$ cat src/rtl/sm_display_decoder.sv
// sm_display_decoder
//   Captures a 4-bit sign-magnitude ALU result and multiplexes it onto a
//   two-digit 7-segment display (sign digit, magnitude digit).
//   It also presents the held value in two's complement form.
//
// Parameters
//   REFRESH_DIV  clock cycles each digit stays lit (2..65535)
//
// Ports
//   clk        sole clock, rising edge
//   rst        synchronous, active-high reset
//   in_valid   in_result carries a result to capture
//   in_ready   registered; high while idle and on the last magnitude cycle
//   in_result  bit 3 = sign (1 = negative), bits 2:0 = magnitude
//   seg        active-high segments {g,f,e,d,c,b,a}
//   an         active-high digit enables {sign, magnitude}, one-hot or zero
//   out_twos   5-bit two's-complement value of the held result
//   neg_zero   held result is sign=1, magnitude=0
//
// Build option
//   NEG_ZERO_CANON_EN  when defined, a captured negative zero (1000) is
//                      stored as positive zero (0000).
module sm_display_decoder #(
  parameter int REFRESH_DIV = 4
) (
  input  logic       clk,
  input  logic       rst,
  input  logic       in_valid,
  output logic       in_ready,
  input  logic [3:0] in_result,
  output logic [6:0] seg,
  output logic [1:0] an,
  output logic [4:0] out_twos,
  output logic       neg_zero
);

  typedef enum logic [1:0] {
    IDLE = 2'd0,
    SIGN = 2'd1,
    MAG  = 2'd2
  } state_t;

  localparam logic [15:0] LAST = 16'(REFRESH_DIV - 1);

  state_t      state, state_nxt;
  logic [15:0] cnt, cnt_nxt;
  logic [3:0]  held, held_nxt;
  logic [3:0]  canon;
  logic        capture;

  logic        ready_nxt;
  logic [1:0]  an_nxt;
  logic [6:0]  seg_nxt;

  function automatic logic [6:0] sign_seg(input logic [3:0] v);
    return v[3] ? 7'b1000000 : 7'b0000000;
  endfunction

  function automatic logic [6:0] mag_seg(input logic [2:0] m);
    logic [6:0] s;
    case (m)
      3'd0:    s = 7'b0111111;
      3'd1:    s = 7'b0000110;
      3'd2:    s = 7'b1011011;
      3'd3:    s = 7'b1001111;
      3'd4:    s = 7'b1100110;
      3'd5:    s = 7'b1101101;
      3'd6:    s = 7'b1111101;
      default: s = 7'b0000111;
    endcase
    return s;
  endfunction

  function automatic logic signed [4:0] to_twos(input logic [3:0] v);
    logic signed [4:0] m;
    m = {2'b00, v[2:0]};
    return v[3] ? -m : m;
  endfunction

  assign capture = in_valid && in_ready;

`ifdef NEG_ZERO_CANON_EN
  assign canon = (in_result == 4'b1000) ? 4'b0000 : in_result;
`else
  assign canon = in_result;
`endif

  // Next state, refresh counter and held value
  always_comb begin
    state_nxt = state;
    cnt_nxt   = cnt + 16'd1;
    held_nxt  = held;
    unique case (state)
      IDLE: begin
        cnt_nxt = 16'd0;
        if (capture) begin
          held_nxt  = canon;
          state_nxt = SIGN;
        end
      end
      SIGN: begin
        if (cnt == LAST) begin
          state_nxt = MAG;
          cnt_nxt   = 16'd0;
        end
      end
      MAG: begin
        if (cnt == LAST) begin
          // A capture is only possible here, so the new value always
          // starts on a fresh sign digit and a frame is never torn.
          state_nxt = SIGN;
          cnt_nxt   = 16'd0;
          if (capture) held_nxt = canon;
        end
      end
      default: begin
        state_nxt = IDLE;
        cnt_nxt   = 16'd0;
      end
    endcase
  end

  // Output decode from the next-cycle state so every output is a flop
  always_comb begin
    ready_nxt = (state_nxt == IDLE) || ((state_nxt == MAG) && (cnt_nxt == LAST));
    an_nxt    = 2'b00;
    seg_nxt   = 7'b0000000;
    unique case (state_nxt)
      SIGN: begin
        an_nxt  = 2'b10;
        seg_nxt = sign_seg(held_nxt);
      end
      MAG: begin
        an_nxt  = 2'b01;
        seg_nxt = mag_seg(held_nxt[2:0]);
      end
      default: begin
        an_nxt  = 2'b00;
        seg_nxt = 7'b0000000;
      end
    endcase
  end

  always_ff @(posedge clk) begin
    if (rst) begin
      state    <= IDLE;
      cnt      <= 16'd0;
      held     <= 4'b0000;
      in_ready <= 1'b1;
      an       <= 2'b00;
      seg      <= 7'b0000000;
      out_twos <= 5'b00000;
      neg_zero <= 1'b0;
    end else begin
      state    <= state_nxt;
      cnt      <= cnt_nxt;
      held     <= held_nxt;
      in_ready <= ready_nxt;
      an       <= an_nxt;
      seg      <= seg_nxt;
      out_twos <= to_twos(held_nxt);
      neg_zero <= (held_nxt == 4'b1000);
    end
  end

endmodule

$ cat config.mk
export PLATFORM = sky130hd
export DESIGN_NAME = sm_display_decoder
export DESIGN_NICKNAME = d
export VERILOG_FILES = /design/src/rtl/sm_display_decoder.sv
export SDC_FILE = /design/constraint.sdc
export NUM_CORES = 1
export LEC_CHECK = 0
export ABC_AREA = 1
export CAP_MARGIN = 40
export CORE_AREA = 2 2 87 89
export DETAILED_ROUTE_END_ITERATION = 6
export DIE_AREA = 0 0 89 91
export SYNTH_ARGS = -nofsm -noshare
export SYNTH_HDL_FRONTEND = slang
export SYNTH_SLANG_ARGS = --single-unit
$ cat constraint.sdc
create_clock -name clk -period 2.9 [get_ports clk]
set_input_delay 0.435 -clock clk [delete_from_list [all_inputs] [get_ports clk]]
set_output_delay 0.435 -clock clk [all_outputs]
set_load 0.01 [all_outputs]
==> flow_summary.json <==
{
  "synthTopCellsByArea": "dfxtp_1 (36%), nand2_1 (11%), nor2_1 (9.2%)",
  "drcViolationCount": 0,
  "worstSkewPairLatency_ps": 290,
  "ys_warn_count": 0,
  "fin_skew_ps": 3.85,
  "start_util_pct": 29.2,
  "relSlewSlack_pct": 75.7,
  "finalPower_mw": 1.25,
  "num_vias": 1847,
  "ios": 23,
  "end_kind": "register",
  "r2r_cells": 12,
  "synth_top_cell_by_area": "dfxtp_1",
  "yosysMostFrequentCell": "nand2_1",
  "grt_max_degree": 22,
  "post-place-ws_ps": 422,
  "setup_slack_ps": 570,
  "synth_cell_types": 28,
  "combPwrFrac_pct": 19.2,
  "root_buffer": "clkbuf_8",
  "port_buffers": 22,
  "syn_area_per_cell_um2": 6.93,
  "dp_hpwl_mm": 3.53,
  "routed_wirelength_mm": 4.55,
  "hold_path_class": "register to register",
  "post-route-period-util_pct": 80.3,
  "path_max_fanout": 10,
  "overflow": 0,
  "p_seq_share_pct": 43.3,
  "min_path_cells": 1,
  "start_kind": "register",
  "max-clock-path-buffers": 2,
  "die_area_um2": 8100,
  "synthTopCellsByCount": "nand2_1 (59), nor2_1 (51), dfxtp_1 (37)",
  "syn_inst": 301,
  "r2r_setup_slack_ps": 570,
  "ys_seq_area_share_pct": 35.5,
  "yosys.area.top_type_share_pct": 35.5,
  "ys_ff_latch": 37,
  "path_clk_slew_ps": 80,
  "slew_violations": 0,
  "drt.antenna.violating_nets": 0,
  "fill_cells": 798,
  "max_slew.worst_pin.slew_ps": 363,
  "rows": 31,
  "p_leak_nw": 1.14,
  "crit-reg2reg-launch": "state[0]",
  "intPower_mw": 0.904,
  "wl_per_cell_um": 10.7,
  "core_area_um2": 7140,
  "ctsHoldBuffers": 0,
  "synth_edf_count": 0,
  "crit_required_ps": 3140,
  "routabilityCongestion": 0.869,
  "rsz0062_at_grt": "no",
  "syn_to_final_growth_pct": 21.4,
  "cts_buffers": 5,
  "status": "complete, no violations",
  "grt_use_total_pct": 12.1,
  "drive_above_1_share_pct": 13.5,
  "fin_area_um2": 2530,
  "drt_first_pass_iters": 4,
  "r2r-end": "seg[0]",
  "crit_chain": "inv_1 -> ha_1 -> or2_1 -> inv_2 -> a22oi_1 -> nand3_2 -> nor2_2 -> ha_1 -> inv_1 -> nand3_1 -> nand2_1 -> nand2_1",
  "dpl_cell_area_um2": 2410,
  "p_sw_share_pct": 27.7,
  "arrival_ps": 2570,
  "path_class": "register to register",
  "p_clk_share_pct": 37.5,
  "fp.dieW_um": 89,
  "antenna_found_initial": 0,
  "n_antenna_cell": 0,
  "async_flop_share_pct": 0,
  "p_per_area_nw_per_um2": 494,
  "via_per_inst": 4.34,
  "nNetsFinal": 344,
  "tritoncts": "done",
  "ys.flop_type": "dfxtp_1",
  "maxCapViolations": 0,
  "p_sw_mw": 0.347,
  "postCtsResizedCells": 0,
  "cts.htree.levels": 2,
  "tns_ps": 0,
  "worst_path_max_delay_cell": "ha_1",
  "cts.sink_count": 37,
  "drtIter0Drc": 100,
  "grt_pass1_vias": 1762,
  "syn-cell-area_um2": 2090,
  "min_from": "cnt[0]",
  "hold_violations": 0,
  "max_freq_mhz": 429,
  "layout_min_cycle_time_ps": 2330,
  "cts_setup_buffers": 0,
  "grt_pass1_wl_mm": 7.72,
  "peakVddDrop_mv": 0.225,
  "die-height_um": 91,
  "whs_endpoint": "cnt[0]",
  "critical-path-max-stage-delay_ps": 380,
  "setup_viol": 0,
  "synth_nets": 319
}
-- area by class of cell --
cell class                      instances  area, µm²  share of cell area [%]
Multi-Input combinational cell        216       1150                    45.5
Sequential cell                        37        741                    29.3
Timing Repair Buffer                   23        228                    9.00
Inverter                               43        166                    6.57
Tap cell                               99        124                    4.89
Clock buffer                            6       82.6                    3.26
Clock inverter                          2       37.5                    1.48
-- power by group through the flow --
stage	Clock (mW)	Combinational [mW]	Sequential, mW
3_5_place_dp	0	0.241	0.554
4_1_cts	0.486	0.242	0.542
3_3_place_gp	0	0.238	0.554
2_1_floorplan	0	0.162	0.557
6_report	0.469	0.240	0.542
5_1_grt	0.512	0.271	0.544
-- per-stage QoR --
| stage | util [%] | cells | hold WS [ps] |
|---|---|---|---|
| 4_1_cts | 35.5 | 426 | 494 |
| 5_1_grt | 35.5 | 426 | 521 |
| 2_1_floorplan | - | 301 | 451 |
| 3_3_place_gp | 33.8 | 418 | 476 |
| 3_5_place_dp | 33.8 | 418 | 480 |
| 6_report | 35.5 | 426 | 496 |
-- how the worst max path moves through the flow --
stage,to,slack (ps),from,cells past startpoint
2_1_floorplan,seg[1],860,cnt[0],15
3_3_place_gp,seg[0],490,in_valid,12
5_1_grt,seg[5],250,cnt[0],18
6_report,seg[0],570,state[0],12
4_1_cts,seg[1],560,cnt[0],15
3_5_place_dp,seg[0],420,in_valid,12
-- cells by family after synthesis --
logic type	Yosys count	synth area share, %
xor+xnor	2	0.840
fa+ha+maj	11	6.60
compound gates	20	5.46
simple gates	183	42.4
buf+inv	48	9.24
flops	37	35.5
-- layer usage --
layer  part of all wire, %  up-vias  global-route usage [%]
li1                      -     1006                       -
met1                    49      796                    15.9
met2                    45       35                    19.1
met3                   4.0       10                    3.00
met4                   1.6        0                    4.23
met5                     0        -                       0
-- state kept, by name (all words and copies together), names as in the netlist --
signal,flops
cnt,16
seg,7
out_twos,5
held,3
an,2
state,2
in_ready,1
neg_zero,1
-- placed cells by master, fill, tap and decap left out, types with 2 or more instances in the layout --
cell             netlist  routed
nand3_2                5       5
nand2_1               59      59
nor3_2                 3       3
nor2_2                 5       5
nand3_1               32      32
nand4_1                8       8
a21oi_1                5       5
clkdlybuf4s50_1        0      22
a22oi_1                4       4
ha_1                  11      11
nor3_1                 4       4
nor2_1                51      51
inv_1                 36      36
nor2_4                 3       3
nand2_2                9       9
o21ai_1                4       4
o21ai_0                5       5
inv_2                  6       6
xor2_1                 2       2
clkbuf_8               0       6
dfxtp_1               37      37
-- worst max-delay path: cells and delay by family, from the launching register on --
family / cells / cell delay, ps
AO/OA/AOI/OAI: 1 / 240
adder cells (fa/ha/maj): 2 / 650
flip-flops: 1 / 340
AND/OR/NAND/NOR: 6 / 780
buffers and inverters: 3 / 260
Power figures use the tool's default switching activity.
